File: src/rtl/hazard_pkg.sv
// Shared constants and types for the register hazard scoreboard.
package hazard_pkg;
    localparam int REG_W = 5;   // register index width
    localparam int LAT_W = 3;   // latency countdown width

    typedef logic [REG_W-1:0] reg_idx_t;
    typedef logic [LAT_W-1:0] lat_t;
endpackage

File: src/rtl/hazard_sb_if.sv
// ID/WB/kill bundle between the core pipeline and the hazard scoreboard.
// master = pipeline side, slave = scoreboard side.
interface hazard_sb_if #(
    parameter int REG_W = hazard_pkg::REG_W,
    parameter int LAT_W = hazard_pkg::LAT_W
);
    logic             id_valid;
    logic [REG_W-1:0] id_rs;
    logic [REG_W-1:0] id_rt;
    logic             id_rs_used;
    logic             id_rt_used;
    logic             id_we;
    logic [REG_W-1:0] id_wreg;
    logic [LAT_W-1:0] id_lat;
    logic             wb_we;
    logic [REG_W-1:0] wb_wreg;
    logic             kill_we;
    logic [REG_W-1:0] kill_wreg;
    logic             issue_ok;
    logic             stall;
    logic [REG_W:0]   pend_cnt;
    logic             busy_any;

    modport master (
        output id_valid, id_rs, id_rt, id_rs_used, id_rt_used, id_we, id_wreg, id_lat,
               wb_we, wb_wreg, kill_we, kill_wreg,
        input  issue_ok, stall, pend_cnt, busy_any
    );

    modport slave (
        input  id_valid, id_rs, id_rt, id_rs_used, id_rt_used, id_we, id_wreg, id_lat,
               wb_we, wb_wreg, kill_we, kill_wreg,
        output issue_ok, stall, pend_cnt, busy_any
    );
endinterface

File: src/rtl/hazard_sb_entry.sv
// sb_entry: pending bit (and, with HAZARD_SB_FWD_EN, latency countdown)
// for a single architectural register.
module sb_entry #(
    parameter int LAT_W = hazard_pkg::LAT_W
) (
    input  logic             clk,
    input  logic             rst,
    input  logic             set,
`ifdef HAZARD_SB_FWD_EN
    input  logic [LAT_W-1:0] lat,
`endif
    input  logic             clr,
    output logic             pend,
    output logic             pend_nxt,
    output logic             src_busy
);
    import hazard_pkg::*;

    // Next pending value: a new issue outranks a same-cycle writeback/kill.
    always_comb begin
        pend_nxt = set | (pend & ~clr);
    end

    // Pending bit register.
    always_ff @(posedge clk) begin
        if (!rst) pend <= 1'b0;
        else      pend <= pend_nxt;
    end

`ifdef HAZARD_SB_FWD_EN
    logic [LAT_W-1:0] cnt;

    // Countdown to forwardability: load on issue, otherwise decrement to 0.
    always_ff @(posedge clk) begin
        if (!rst)             cnt <= '0;
        else if (set)         cnt <= lat;
        else if (cnt != '0)   cnt <= cnt - 1'b1;
    end

    // Readers only wait while the result is not yet on the bypass network.
    assign src_busy = pend & (cnt != '0);
`else
    // Without forwarding, readers wait until the writeback.
    assign src_busy = pend;
`endif
endmodule

File: src/rtl/hazard_sb.sv
// hazard_sb: per-register scoreboard that holds ID on RAW/WAW hazards.
// Optional feature macro: HAZARD_SB_FWD_EN (latency-aware source checks).
module hazard_sb #(
    parameter int REG_W = hazard_pkg::REG_W,
    parameter int LAT_W = hazard_pkg::LAT_W
) (
    input  logic       clk,
    input  logic       rst,
    hazard_sb_if.slave bus
);
    import hazard_pkg::*;

    localparam int NREG = 1 << REG_W;

    // Bit 0 is tied off: register 0 is never tracked.
    logic [NREG-1:0] pend;
    logic [NREG-1:0] pend_nxt;
    logic [NREG-1:0] src_busy;
    logic            rs_haz, rt_haz, wd_haz, accept;
    logic [REG_W:0]  cnt_nxt;

    assign pend[0]     = 1'b0;
    assign pend_nxt[0] = 1'b0;
    assign src_busy[0] = 1'b0;

    // Hazards are judged on the pre-edge state only.
    assign rs_haz = bus.id_rs_used & (bus.id_rs != '0) & src_busy[bus.id_rs];
    assign rt_haz = bus.id_rt_used & (bus.id_rt != '0) & src_busy[bus.id_rt];
    assign wd_haz = bus.id_we & (bus.id_wreg != '0) & pend[bus.id_wreg];

    assign bus.issue_ok = ~(rs_haz | rt_haz | wd_haz);
    assign bus.stall    = bus.id_valid & ~bus.issue_ok;
    assign accept       = bus.id_valid & bus.issue_ok;

    for (genvar r = 1; r < NREG; r++) begin : g_entry
        logic set, clr;
        assign set = accept & bus.id_we & (bus.id_wreg == REG_W'(r));
        assign clr = (bus.wb_we & (bus.wb_wreg == REG_W'(r)))
                   | (bus.kill_we & (bus.kill_wreg == REG_W'(r)));

        sb_entry #(.LAT_W(LAT_W)) u_entry (
            .clk      (clk),
            .rst      (rst),
            .set      (set),
`ifdef HAZARD_SB_FWD_EN
            .lat      (bus.id_lat),
`endif
            .clr      (clr),
            .pend     (pend[r]),
            .pend_nxt (pend_nxt[r]),
            .src_busy (src_busy[r])
        );
    end

`ifndef HAZARD_SB_FWD_EN
    // Latency is irrelevant when readers always wait for writeback.
    logic unused_lat;
    assign unused_lat = ^bus.id_lat;
`endif

    // Population count of the next pending vector.
    always_comb begin
        cnt_nxt = '0;
        for (int i = 0; i < NREG; i++) begin
            cnt_nxt = cnt_nxt + (REG_W+1)'(pend_nxt[i]);
        end
    end

    // Registered pending count.
    always_ff @(posedge clk) begin
        if (!rst) bus.pend_cnt <= '0;
        else      bus.pend_cnt <= cnt_nxt;
    end

    assign bus.busy_any = (bus.pend_cnt != '0);
endmodule

File: src/flat_wrapper.sv
// flat-port wrapper written by rule: the top's interface ports become plain ports
module hazard_sb_flat import hazard_pkg::*;
#(
    parameter int REG_W = hazard_pkg::REG_W,
    parameter int LAT_W = hazard_pkg::LAT_W
)
  (clk, rst, bus_id_valid, bus_id_rs, bus_id_rt, bus_id_rs_used, bus_id_rt_used, bus_id_we, bus_id_wreg, bus_id_lat, bus_wb_we, bus_wb_wreg, bus_kill_we, bus_kill_wreg, bus_issue_ok, bus_stall, bus_pend_cnt, bus_busy_any);
  hazard_sb_if #(.REG_W(REG_W), .LAT_W(LAT_W)) bus_i ();
  input  logic clk;
  input  logic rst;
  input wire logic [$bits(bus_i.id_valid)-1:0] bus_id_valid;
  input wire logic [$bits(bus_i.id_rs)-1:0] bus_id_rs;
  input wire logic [$bits(bus_i.id_rt)-1:0] bus_id_rt;
  input wire logic [$bits(bus_i.id_rs_used)-1:0] bus_id_rs_used;
  input wire logic [$bits(bus_i.id_rt_used)-1:0] bus_id_rt_used;
  input wire logic [$bits(bus_i.id_we)-1:0] bus_id_we;
  input wire logic [$bits(bus_i.id_wreg)-1:0] bus_id_wreg;
  input wire logic [$bits(bus_i.id_lat)-1:0] bus_id_lat;
  input wire logic [$bits(bus_i.wb_we)-1:0] bus_wb_we;
  input wire logic [$bits(bus_i.wb_wreg)-1:0] bus_wb_wreg;
  input wire logic [$bits(bus_i.kill_we)-1:0] bus_kill_we;
  input wire logic [$bits(bus_i.kill_wreg)-1:0] bus_kill_wreg;
  output wire logic [$bits(bus_i.issue_ok)-1:0] bus_issue_ok;
  output wire logic [$bits(bus_i.stall)-1:0] bus_stall;
  output wire logic [$bits(bus_i.pend_cnt)-1:0] bus_pend_cnt;
  output wire logic [$bits(bus_i.busy_any)-1:0] bus_busy_any;
  assign bus_i.id_valid = bus_id_valid;
  assign bus_i.id_rs = bus_id_rs;
  assign bus_i.id_rt = bus_id_rt;
  assign bus_i.id_rs_used = bus_id_rs_used;
  assign bus_i.id_rt_used = bus_id_rt_used;
  assign bus_i.id_we = bus_id_we;
  assign bus_i.id_wreg = bus_id_wreg;
  assign bus_i.id_lat = bus_id_lat;
  assign bus_i.wb_we = bus_wb_we;
  assign bus_i.wb_wreg = bus_wb_wreg;
  assign bus_i.kill_we = bus_kill_we;
  assign bus_i.kill_wreg = bus_kill_wreg;
  assign bus_issue_ok = bus_i.issue_ok;
  assign bus_stall = bus_i.stall;
  assign bus_pend_cnt = bus_i.pend_cnt;
  assign bus_busy_any = bus_i.busy_any;
  hazard_sb #(.REG_W(REG_W), .LAT_W(LAT_W)) u_core (.clk(clk), .rst(rst), .bus(bus_i));
endmodule
File: config.mk
export PLATFORM = sky130hd
export DESIGN_NAME = hazard_sb_flat
export DESIGN_NICKNAME = d
export VERILOG_FILES = /design/src/rtl/hazard_pkg.sv /design/src/rtl/hazard_sb_if.sv /design/src/rtl/hazard_sb_entry.sv /design/src/rtl/hazard_sb.sv /design/src/flat_wrapper.sv
export SDC_FILE = /design/constraint.sdc
export NUM_CORES = 1
export LEC_CHECK = 0
export BUFFER_PORTS_ARGS = -buffer_cell sky130_fd_sc_hd__buf_2
export CAP_MARGIN = 20
export CORE_MARGIN = 5
export CORE_UTILIZATION = 30
export CTS_CLUSTER_DIAMETER = 200
export DETAILED_ROUTE_END_ITERATION = 16
export HOLD_SLACK_MARGIN = 0.02
export PLACE_DENSITY = 0.45
export RECOVER_POWER = 50
export SYNTH_ARGS = -nofsm -noshare
export SYNTH_HDL_FRONTEND = slang
export SYNTH_HIERARCHICAL = 1
export SYNTH_SLANG_ARGS = --single-unit
export TNS_END_PERCENT = 10
File: constraint.sdc
create_clock -name clk -period 6.3 [get_ports clk]
set_input_delay 0.315 -clock clk [delete_from_list [all_inputs] [get_ports clk]]
set_output_delay 0.315 -clock clk [all_outputs]
set_load 0.01 [all_outputs]
=== Yosys cells after proc, flatten, opt, wreduce, memory -nomap -nowiden ===
Cells that the tools add are included.

* RAM bits: 0
* Output and inout port bits: 9
* Memory bits (read-only): 0
* Bits of input ports: 36
* Logic and storage cells: 397
* Latch bits: 0
* Memories: 0
* Flip-flop bits (word level): 37

* Add/subtract/negate cells: 30
* Multiplexer cells: 6
* Div/mod/pow operators: 0
* Bitwise operators: 229
* $lt $le $gt $ge: 3
* Shift operators: 0
* Equal/unequal tests: 93
* Multiply operators: 0
* Reduce and logical (&&, ||, !) cells: 4

{| class="wikitable"
|+ Operators by type and width
! operator !! number
|-
| == test 5 bit (second input constant) || 48
|-
| adder 6 x 1 -> 6 bit || 29
|-
| AND 1 bit || 133
|-
| == test 5 x 4 -> 1 bit (second input constant) || 24
|-
| bitwise OR 1 bit || 64
|-
| == test 5 x 3 -> 1 bit (second input constant) || 12
|-
| NOT 1 bit || 32
|-
| == test 5 x 2 -> 1 bit (second input constant) || 6
|-
| < comparator 5 x 6 -> 1 bit (second input constant) || 3
|-
| binary-select mux 1 bit (select 5 bit) || 3
|-
| == test 5 x 1 -> 1 bit (second input constant) || 3
|-
| nonzero test 5 bit || 3
|-
| nonzero test 6 bit || 1
|-
| two-way mux 1 bit || 3
|-
| adder 1 x 1 -> 2 bit || 1
|}

=== Longest topological paths before layout ===
Gate-level depths: netlist of run 1.

* Depth in word-level cells: 40
* Depth in mapped cells: 27
* Mapped depth without buffers: 24

=== Cells and area by module ===
The synthesis of run 1 kept the hierarchy.

{| class="wikitable"
|+ By module, submodules not included
! module !! cells each !! area an instance (um^2) !! times used
|-
| hazard_sb || 310 || 2568.7 || 1
|-
| sb_entry || 5 || 55.1 || 31
|}

=== Least setup slack after synthesis of run 1 ===
Ideal clock, no wire load.

* Path kind: input port to flip-flop
* Start: in bus_id_rt[1]
* End: reg u_core.bus.pend_cnt[4]
* Slack: -0.185 ns
* Arrival time: 6.371 ns
* Path buffers: 2
* Stages on the path: 25
* Library setup time: 0.115 ns
* Data required time: 6.185 ns
* Path through: buf_6 mux4_2 mux2i_1 and3_1 a311o_1 o221ai_2 buf_6 nor3_1 or2_1 fa_1 inv_1 fa_1 inv_1 fa_1 inv_1 fa_1 fa_1 fa_1 fa_1 fa_1 inv_1 a21o_1 a21oi_1 xnor2_1 and2_1

* Elaborated cells between the ends (all ways): 102

{| class="wikitable"
|+ RTL lines
! element !! line !! RTL
|-
| start: declaration || flat_wrapper.sv:13 || <nowiki>input wire logic [$bits(bus_i.id_rt)-1:0] bus_id_rt;</nowiki>
|-
| binary-select mux 1 bit (select 5 bit) or nonzero test 5 bit (tied branches) || hazard_sb.sv:28 || <nowiki>assign rt_haz = bus.id_rt_used & (bus.id_rt != '0) & src_busy[bus.id_rt];</nowiki>
|-
| two-way mux 1 bit (implied by the code) or AND 1 bit (tied branches) || hazard_sb.sv:28 ||
|-
| AND 1 bit (*) || hazard_sb.sv:28 ||
|-
| bitwise OR 1 bit (*) (2 in a row) || hazard_sb.sv:31 || <nowiki>assign bus.issue_ok = ~(rs_haz | rt_haz | wd_haz);</nowiki>
|-
| NOT 1 bit (*) || hazard_sb.sv:31 ||
|-
| AND 1 bit (*) || hazard_sb.sv:33 || <nowiki>assign accept = bus.id_valid & bus.issue_ok;</nowiki>
|-
| AND 1 bit (*) (2 in a row) || hazard_sb.sv:37 || <nowiki>assign set = accept & bus.id_we & (bus.id_wreg == REG_W'(r));</nowiki>
|-
| net u_core.g_entry[18].set || hazard_sb.sv:36 || <nowiki>logic set, clr;</nowiki>
|-
| bitwise OR 1 bit (*) || hazard_sb_entry.sv:21 || <nowiki>pend_nxt = set | (pend & ~clr);</nowiki>
|-
| net u_core.pend_nxt[18] || hazard_sb.sv:17 || <nowiki>logic [NREG-1:0] pend_nxt;</nowiki>
|-
| adder 6 x 1 -> 6 bit (*) (14 in a row) || hazard_sb.sv:65 || <nowiki>cnt_nxt = cnt_nxt + (REG_W+1)'(pend_nxt[i]);</nowiki>
|-
| end signal: assignment || hazard_sb.sv:72 || <nowiki>else bus.pend_cnt <= cnt_nxt;</nowiki>
|-
| end: declaration || hazard_sb_if.sv:33 || <nowiki>output issue_ok, stall, pend_cnt, busy_any</nowiki>
|}

Mark *: on every way through the listed nets, which the timed path passes. The rest lies on a longest branch. The select of a mux whose other input is x is not followed.
A chain may end at the register's enable or synchronous reset.

=== Worst setup path in the final report of run 1 ===
* Start: reg u_core.g_entry[31].u_entry.pend
* End: reg u_core.bus.pend_cnt[4]

* Elaborated cells between the ends (all ways): 107

{| class="wikitable"
|+ RTL lines
! element !! line !! RTL
|-
| start: declaration || hazard_sb_entry.sv:13 || <nowiki>output logic pend,</nowiki>
|-
| start signal: assignment || hazard_sb_entry.sv:27 || <nowiki>else pend <= pend_nxt;</nowiki>
|-
| binary-select mux 1 bit (select 5 bit) (on tied branches) || hazard_sb.sv:27, hazard_sb.sv:28 ||
|-
| two-way mux 1 bit (on tied branches) || hazard_sb.sv:27, hazard_sb.sv:28 ||
|-
| AND 1 bit (on tied branches) || hazard_sb.sv:27, hazard_sb.sv:28 ||
|-
| bitwise OR 1 bit || hazard_sb.sv:31 ||
|-
| bitwise OR 1 bit (*) || hazard_sb.sv:31 ||
|-
| NOT 1 bit (*) || hazard_sb.sv:31 ||
|-
| AND 1 bit (*) || hazard_sb.sv:33 ||
|-
| AND 1 bit (*) (2 in a row) || hazard_sb.sv:37 ||
|-
| net u_core.g_entry[16].set || hazard_sb.sv:36 ||
|-
| bitwise OR 1 bit (*) || hazard_sb_entry.sv:21 ||
|-
| net u_core.pend_nxt[16] || hazard_sb.sv:17 ||
|-
| adder 6 x 1 -> 6 bit (*) (16 in a row) || hazard_sb.sv:65 ||
|}

Marked as above.

==> flow_summary.toml, run 1 <==
[status]
status = "complete, but fails checks"
violations = "negative setup slack"

[place]
io_buffers = 41
place_hpwl_mm = 10.78
gp_congestion = 0.8600
dp_slack_ns = -0.4741

[setup_path]
arrival_ns = 6.63
path_class = "reg2reg"
critPathLaunchType = "flop"
crit_path_end_kind = "flop"
crit_fanout = 5
crit_required_ns = 6.47

[finish]
fin_nets = 603
fillers = 1408
drive_gt1_share_pct = 38.66
antennaDiodeCount = 0
final_cell_mix = "buf_4, inv_1, buf_2"
layout_commonest_cell = "buf_4"
area_growth_pct = 21.19

[global_routing]
grt-ovfl-total = 0
antenna_found_initial = 0
grt_max_degree = 38
grt_pass1_vias = 3720
grt_pass1_wl_mm = 20.77
track_usage_pct = 16.16

[sta]
period_share_pct = 102.5
timing.fmax_ghz = 0.1548
max_slew_margin_pct = 49.86
setup_viol = 1
fin_skew_ns = 0.006694
worst_slack_ns = -0.1582
slew_violations = 0
finalHoldViolCount = 0
tightest_slew_ns = 0.7522
rsz0062_at_grt = "true"
min_period_ns = 6.458

[synth]
syn-num-nets = 531
synthAdderAreaFrac_pct = 12.82
synth_compound_area_share_pct = 12.88
yosys_warnings = 6
synth_simple_gate_area_share_pct = 29.91
synth_edf_count = 0
ys.flop_type = "dfxtp_1"
syn_inst = 465
ys_seq_elements = 37
async_flop_share_pct = 0
synthMuxAreaShare_pct = 13.20
synth_xor_area_share_pct = 0.6146
synth_top_family_by_area = "simple AND/OR/NAND/NOR gates"
synth_area_per_cell_um2 = 9.194
synth_cell_types = 49
synth_area_um2 = 4275
yosysSeqAreaShare_pct = 17.33

[clock_network]
clock_latency_ns = 0.28
cts_tree = "yes"
clk_pin_slew_ns = 0.06
root_buffer = "clkbuf_16"
clock_sinks = 37
clk_path_buf_depth = 2
cts_buffers = 5
cts_max_level = 2

[power_and_ir_drop]
intPower_uw = 469.6
p_sw_share_pct = 28.85
p_per_area_nw_per_um2 = 127.4
max-vdd-ir-drop_v = 0.0001136
comb_power_share_pct = 22.6
p_leak_uw = 0.002141
clockPowerShare_pct = 41.2
p_total_uw = 660.1
pwr-share-seq_pct = 36.1
p_sw_uw = 190.4

[floorplan]
chipWidth_um = 129.4
placementRows = 43
die_h_um = 129.4
core_um2 = 13930
io_pins = 45
die-area_um2 = 16740
start_util_pct = 30.68

[routing]
first_pass_iters = 5
routedWlPerCell_um = 18.04
wl_mm = 12.95
vias = 3571
route.detailed.drc = 0
drt_iter0_drc = 169
ant_nets = 0
vias_per_cell = 4.974

[job]
maxCapViolCount = 0

[worst_hold_path]
hold_path_class = "in2reg"
cell families (layout without fill, tap and decap cells):
| logic type | count (synthesis) | after routing |
|---|---|---|
| compound gates | 79 | 79 |
| fa+ha+maj | 30 | 30 |
| buf+inv | 104 | 177 |
| simple gates | 180 | 180 |
| xor+xnor | 3 | 3 |
| mux | 32 | 32 |
| flops | 37 | 37 |
layout make-up:
type | instances | area (um^2) | area share (%)
Multi-Input combinational cell | 324 | 3067 | 59.19
Timing Repair Buffer | 118 | 790.8 | 15.26
Sequential cell | 37 | 749.5 | 14.47
Tap cell | 180 | 225.2 | 4.347
Inverter | 51 | 191.4 | 3.695
Clock buffer | 7 | 152.6 | 2.946
Clock inverter | 1 | 5.005 | 0.09660
routing by layer:
metal | GRT usage [%] | vias to the layer above | wire length, um
met5 | 0 | - | 0
met4 | 4.200 | 0 | 250
met3 | 2.638 | 19 | 818
met2 | 24.94 | 113 | 5644
met1 | 23.51 | 1715 | 6240
li1 | - | 1724 | -
sequential cells by signal, summed over array words and instances, names as in the netlist:
name and count:
u_core/g_entry.u_entry/pend 31, u_core/bus.pend_cnt 6
through the flow:
stage	cell area, um^2	setup TNS [ns]	util, %	instances	hold slack [ns]
after detailed placement	4903	-1.130	35.19	703	0.6618
after global routing	5181	-0.9359	37.18	718	0.6241
after CTS	5152	-0.2235	36.98	717	0.5756
final	5181	-0.1582	37.18	718	0.5766
after global placement	4903	-0.8459	35.19	703	0.6647
after floorplan	4317	0	-	465	0.4325
final timing paths:
kind	from	endpoint	slack, ns	cells after the start
setup / recovery	u_core/g_entry[31].u_entry/pend	u_core/bus.pend_cnt[4]	-0.16	23
hold reg to reg	u_core/g_entry[7].u_entry/pend	u_core/g_entry[7].u_entry/pend	0.66	2
hold / removal	bus_id_we	u_core/g_entry[30].u_entry/pend	0.58	4
setup reg to reg	u_core/g_entry[31].u_entry/pend	u_core/bus.pend_cnt[4]	-0.16	23
worst max-delay path, stage by stage, from the launching register on:
cell	delay (ns)
dfxtp_2	0.36
mux4_2	0.47
mux2i_1	0.16
and3_1	0.18
a311o_1	0.16
o221ai_4	0.16
buf_6	0.17
buf_4	0.14
nor3_2	0.21
or2_1	0.16
inv_1	0.06
fa_1	0.50
fa_1	0.45
fa_1	0.51
fa_1	0.57
fa_1	0.43
fa_1	0.46
fa_2	0.37
fa_2	0.35
inv_1	0.06
a21o_1	0.12
a21oi_2	0.06
xnor2_1	0.11
and2_1	0.15
power by group through the flow:
stage	sequential [uW]	clock, uW	combinational (uW)
global route	238	290	163
floorplan	243	0	85.3
finish	238	272	150
CTS	238	279	147
detailed placement	243	0	139
global placement	243	0	138
cell usage after synthesis, types with 4 or more instances:
cell       n  area share, %
nand3_1   18            2.1
mux2i_1    8            1.9
and2_1     4           0.59
clkbuf_1  10           0.88
buf_4     32            5.6
nor3_1    27            3.2
dfxtp_1   37             17
nor3_2     5            1.2
buf_6      7            1.8
mux2_2     5            1.3
mux4_2    19             10
fa_1      23             11
nand2b_1   7            1.0
a21oi_1    5           0.59
nor2b_1   12            1.8
ha_1       7            2.0
o21a_1    31            5.4
or2_1     31            4.5
nand3b_1   5           0.88
nand2_1   17            1.5
o22ai_1   31            4.5
inv_1     50            4.4
nor2_1     8           0.70
nor2b_4   31             10
timing repair:
item / 4_1_cts / 5_1_grt
setup endpoints to repair: 4 / 5
hold buffers: 0 / 0
cloned: 0 / 0
gates resized for setup: 14 / 7
buffers inserted: 6 / 1
pin swaps: 11 / 4
(Power assumes the default switching activity.)
==> inputs of run 2 (changes only) <==
- RECOVER_POWER: 50 -> not set
==> run 2 against run 1 <==
The run still ends with negative setup slack left. Clock power barely moved. Final area grew 0.17%. Critical path depth stayed put. Flip-flop and latch count did not move. Largest cell class unchanged. Highest routed layer unchanged.
==> flow_summary.toml, run 2 (same netlist as run 1, synthesis figures left out) <==
[setup_path]
path_class = "reg2reg"
arrival_ns = 6.63
crit_fanout = 5
crit_family = "adder cells"
slowest_delay_ns = 0.57
crit_path_end_kind = "flop"
reg2reg_from = "u_core/g_entry[31].u_entry/pend"
crit_required_ns = 6.47
path_common_cell = "fa_1"
cp.depth = 23
critPathLaunchType = "flop"
cp_num_buf_inv = 4
cp_slowest_cell = "fa_1"
r2r_slack_ns = -0.16
rr_worst_depth = 23
r2r_end = "u_core/bus.pend_cnt[4]"
crit_chain = "mux4_2 -> mux2i_1 -> and3_1 -> a311o_1 -> o221ai_4 -> buf_6 -> buf_4 -> nor3_2 -> or2_1 -> inv_1 -> fa_1 -> fa_1 -> fa_1 -> fa_1 -> fa_1 -> fa_1 -> fa_2 -> fa_2 -> inv_1 -> a21o_1 -> a21oi_2 -> xnor2_1 -> and2_1"

[sta]
finalHoldViolCount = 0
worst_slack_ns = -0.1556
min_period_ns = 6.456
slew_violations = 0
setup_viol = 1
tightest_slew_ns = 0.7590
period_share_pct = 102.5
timing.fmax_ghz = 0.1549
rsz0062_at_grt = "true"
max_slew_margin_pct = 49.40
fin_skew_ns = 0.006680

[floorplan]
placementRows = 43
die_h_um = 129.4
start_util_pct = 30.68
core_um2 = 13930
die-area_um2 = 16740
io_pins = 45
chipWidth_um = 129.4

[finish]
largestRegisters = "u_core/g_entry.u_entry/pend (31), u_core/bus.pend_cnt (6)"
final_cell_mix = "buf_4, inv_1, buf_2"
largest-register = "u_core/g_entry.u_entry/pend"
largest_reg_flops = 31
layout_commonest_cell = "buf_4"
area_growth_pct = 21.39
fin_nets = 603
drive_gt1_share_pct = 39.96
antennaDiodeCount = 0
fin_util_pct = 37.25

[clock_network]
cts_max_level = 2
clk_path_buf_depth = 2
cts_tree = "yes"
clock_latency_ns = 0.28
cts_hold_buf = 0
root_buffer = "clkbuf_16"
clock_sinks = 37
cts_buffers = 5
clk_pin_slew_ns = 0.06

[routing]
route.detailed.drc = 0
vias = 3571
first_pass_iters = 4
routedWlPerCell_um = 18.04
vias_per_cell = 4.974
drt_iter0_drc = 169
ant_nets = 0
wl_mm = 12.95

[power_and_ir_drop]
comb_power_share_pct = 22.7
p_sw_share_pct = 28.80
p_per_area_nw_per_um2 = 127.3
intPower_uw = 470.3
clockPowerShare_pct = 41.2
p_leak_uw = 0.002171
max-vdd-ir-drop_v = 0.0001137
pwr-share-seq_pct = 36.1
p_sw_uw = 190.2

[place]
dp_slack_ns = -0.4741
gp_congestion = 0.8600
place_hpwl_mm = 10.78
io_buffers = 41

[global_routing]
grt_pass1_wl_mm = 20.77
grt_max_degree = 38
antenna_found_initial = 0
grt_pass1_vias = 3720
track_usage_pct = 16.16
grt-ovfl-total = 0

[worst_hold_path]
hold_path_class = "in2reg"
min_from = "bus_id_we"
hold_depth = 4
min_to = "u_core/g_entry[30].u_entry/pend"

[job]
maxCapViolCount = 0

[status]
violations = "negative setup slack"
status = "complete, but fails checks"
run 2: cell types whose count changed in the layout (fill, tap and decap cells not counted):
cell / previous run / this run
buf_2: 34 / 41
clkbuf_1: 7 / 0
run 2: power groups by stage:
stage	clock [uW]	sequential, uW	combinational (uW)
after floorplan	0	243	85.3
after global placement	0	243	138
after detailed placement	0	243	139
after CTS	279	238	147
after global routing	290	238	163
final	272	238	150
run 2: per-layer routing:
metal | part of all wire (%) | global-route usage, % | vias up
met5 | 0 | 0 | -
met3 | 6.7 | 2.638 | 19
met4 | 1.9 | 4.200 | 0
met2 | 44 | 24.94 | 123
li1 | - | - | 1725
met1 | 48 | 23.51 | 1704
run 2: layout make-up:
type / count / area, um^2
fillers: 1401 / 8745
repair buffers: 118 / 799.5
flip-flops and latches: 37 / 749.5
inverters: 51 / 191.4
clock inverters: 1 / 5.005
well taps: 180 / 225.2
multi-input cells: 324 / 3067
clock buffers: 7 / 152.6
run 2: how the worst max path moves through the flow:
stage                        endpoint                             from  slack (ns)
6_report       u_core/bus.pend_cnt[4]  u_core/g_entry[31].u_entry/pend       -0.16
3_5_place_dp   u_core/bus.pend_cnt[4]                     bus_id_rt[0]       -0.47
4_1_cts        u_core/bus.pend_cnt[4]  u_core/g_entry[31].u_entry/pend       -0.21
5_1_grt        u_core/bus.pend_cnt[4]  u_core/g_entry[31].u_entry/pend       -0.40
2_1_floorplan  u_core/bus.pend_cnt[4]                     bus_id_rt[1]      0.0006
3_3_place_gp   u_core/bus.pend_cnt[4]                     bus_id_rt[0]       -0.40
run 2: stage by stage:
stage | area (um^2) | setup TNS, ns | cells | total power (uW) | hold slack [ns]
final | 5190 | -0.1556 | 718 | 660.5 | 0.5765
after global routing | 5190 | -0.9359 | 718 | 692.1 | 0.6241
after CTS | 5152 | -0.2235 | 717 | 664.2 | 0.5756
after detailed placement | 4903 | -1.130 | 703 | 382.4 | 0.6618
after global placement | 4903 | -0.8459 | 703 | 381.4 | 0.6647
after floorplan | 4317 | 0 | 465 | 328.7 | 0.4325
run 2: timing repair:
action	in CTS	in global routing
endpoints found under the setup margin	4	5
pin swaps	11	4
gates resized for setup	14	7
setup buffers	6	1
hold endpoints to repair	0	0
run 2: worst min-delay path, stage by stage:
cell and delay, ns:
buf_2 0.13, nand3_1 0.10, nor4_1 0.08, o21a_1 0.19
==> inputs of run 3 (changes only) <==
- SYNTH_HIERARCHICAL: 1 -> not set
==> run 3 against run 2 <==
The flow still finishes with violations (negative setup slack). Synthesized cell count decreased by 6.5%. Fmax shrank 0.41%. Critical path depth is 1 higher. Hold slack worse by 0.068 ns. Critical path type unchanged. Critical endpoint is now u_core.bus.pend_cnt[4].
==> flow_summary.toml, run 3 <==
[job]
maxCapViolCount = 0

[global_routing]
grt_pass1_wl_mm = 22.32
grt-ovfl-total = 0
grt_max_degree = 34
grt_pass1_vias = 3896
track_usage_pct = 19.51
antenna_found_initial = 0

[setup_path]
crit_path_end_kind = "flop"
rr_worst_depth = 24
cp_slowest_cell = "fa_2"
slowest_delay_ns = 0.54
r2r_slack_ns = -0.18
reg2reg_from = "u_core.g_entry[18].u_entry.pend"
r2r_end = "u_core.bus.pend_cnt[4]"
cp-startpoint = "u_core.g_entry[18].u_entry.pend"
crit_required_ns = 6.45
path_class = "reg2reg"
arrival_ns = 6.63
crit_chain = "mux4_2 -> mux4_2 -> a32oi_4 -> o211ai_4 -> o41ai_2 -> ha_1 -> fa_1 -> inv_1 -> fa_2 -> fa_1 -> inv_2 -> fa_2 -> fa_1 -> inv_1 -> fa_1 -> inv_1 -> ha_2 -> inv_2 -> fa_2 -> inv_1 -> a21o_1 -> a21oi_2 -> xor2_1 -> nor2_1"
crit_fanout = 4
critPathLaunchType = "flop"

[synth]
async_flop_share_pct = 0
synth_area_um2 = 3854
syn-num-nets = 503
synth_cell_types = 52
synth_area_leaders = "dfxtp_1, fa_1, mux4_2, nand2_1, mux4_1"
synth_area_per_cell_um2 = 8.859
synth_top_cell_by_area = "dfxtp_1"
syn_inst = 435
yosys_warnings = 0
ys.flop_type = "dfxtp_1"
synth_most_common_cell = "nand2_1"
synth_top_area_share_pct = 19.22
synth_common_cells = "nand2_1, inv_1, dfxtp_1"
ys_seq_elements = 37
yosysSeqAreaShare_pct = 19.22
synth_edf_count = 0

[power_and_ir_drop]
p_per_area_nw_per_um2 = 150.3
p_total_uw = 733.8
max-vdd-ir-drop_v = 0.0001002
p_leak_uw = 0.001988

[clock_network]
cts_tree = "yes"
cts_max_level = 2
cts_buffers = 5
clk_pin_slew_ns = 0.07
clk_path_buf_depth = 2
clock_sinks = 37
clock_latency_ns = 0.29
root_buffer = "clkbuf_16"
cts_setup_buffers = 0

[floorplan]
io_pins = 45
start_util_pct = 30.54
die_h_um = 123.3
core_um2 = 12620
die-area_um2 = 15210
chipWidth_um = 123.3
placementRows = 41

[worst_hold_path]
min_from = "bus_id_wreg[4]"
hold_path_class = "in2reg"
min_to = "u_core.g_entry[20].u_entry.pend"
hold_depth = 3

[finish]
drive_gt1_share_pct = 31.73
design_area_um2 = 4882
largest_reg_flops = 31
layout_commonest_cell = "buf_4"
largestRegisters = "u_core.g_entry.u_entry.pend (31), u_core.bus.pend_cnt (6)"
largest-register = "u_core.g_entry.u_entry.pend"
stdcell_count = 692
fin_nets = 587
final_cell_mix = "buf_4, nand2_1, buf_2, inv_1, dfxtp_1"
area_growth_pct = 26.69
antennaDiodeCount = 0

[routing]
drt_iter0_drc = 356
route.detailed.drc = 0
vias = 3889
routedWlPerCell_um = 20.43
ant_nets = 0
first_pass_iters = 7
vias_per_cell = 5.620
wl_mm = 14.14

[place]
dpl-instance-area_um2 = 4649
place_hpwl_mm = 11.91
io_buffers = 41
gp_congestion = 0.9264
place_inst = 684

[status]
violations = "negative setup slack"
status = "complete, but fails checks"

[sta]
min_period_ns = 6.482
slew_violations = 0
worst_slack_ns = -0.1819
period_share_pct = 102.9
finalHoldViolCount = 0
fin_skew_ns = 0.01042
rsz0062_at_grt = "true"
tightest_slew_ns = 0.9602
max_slew_margin_pct = 35.92
timing.fmax_ghz = 0.1543
setup_viol = 4
==> run 3: report_power, final <==
part | internal [uW] | total (uW) | leakage [uW] | switching (uW)
Combinational | 60.2 | 157 | 0.00159 | 96.3
Sequential | 237 | 238 | 0.000299 | 1.72
Clock | 228 | 339 | 0.0000944 | 110
Total | 525 | 734 | 0.00199 | 208
==> run 3: what timing repair did <==
item | in CTS | in global routing
hold buffers | 0 | 0
endpoints found under the setup margin | 5 | 5
resized for setup | 6 | 6
pin swaps | 1 | 1
==> run 3: worst max path at each step <==
stage	slack [ns]	cells past startpoint	to
finish	-0.18	24	u_core.bus.pend_cnt[4]
global route	-0.44	23	u_core.bus.pend_cnt[4]
CTS	-0.23	24	u_core.bus.pend_cnt[4]
detailed placement	-0.58	25	u_core.bus.pend_cnt[4]
global placement	-0.53	24	u_core.bus.pend_cnt[4]
floorplan	-0.16	24	u_core.bus.pend_cnt[4]
==> run 3: layout make-up <==
type	instances	area [um^2]
clock inverters	3	68.82
inverters	41	153.9
repair buffers	108	714.4
flip-flops and latches	37	743.2
well taps	172	215.2
multi-input cells	326	2861
fillers	1325	7737
clock buffers	5	125.1
==> run 3: per-stage QoR <==
step	worst slack, ns	hold slack, ns	TNS [ns]	util [%]
2_1_floorplan	-0.1556	0.4769	-0.4056	-
3_3_place_gp	-0.5275	0.5675	-2.297	36.84
3_5_place_dp	-0.5755	0.5690	-2.521	36.84
4_1_cts	-0.2287	0.4937	-0.7741	38.58
5_1_grt	-0.4435	0.5311	-1.629	38.69
6_report	-0.1819	0.5082	-0.5506	38.69
==> run 3: routing by layer <==
layer  up-vias  part of all wire (%)  track usage (%)
met5         -                     0                0
met4         0                   2.5            6.228
met3        32                   7.5            3.202
met2       190                    47            32.79
met1      1874                    43            25.59
li1       1793                     -                -
==> run 3: cells by family (layout without fill, tap and decap cells) <==
| kind of cell | Yosys count | count (layout) | synth area share [%] |
|---|---|---|---|
| XOR/XNOR | 2 | 2 | 0.4546 |
| buffers and inverters | 72 | 157 | 8.311 |
| flip-flops | 37 | 37 | 19.22 |
| AO/OA/AOI/OAI | 109 | 109 | 21.82 |
| AND/OR/NAND/NOR | 154 | 154 | 19.97 |
| adder cells (fa/ha/maj) | 32 | 32 | 14.87 |
| multiplexers | 29 | 29 | 15.36 |
==> run 3: worst max-delay path, delay by kind of cell, from the launching register on <==
kind            cells  cell delay, ns
compound gates      5            0.81
flops               1            0.34
buf+inv             6            0.35
mux                 2            0.97
xor+xnor            1            0.14
fa+ha+maj           9            3.68
simple gates        1            0.05
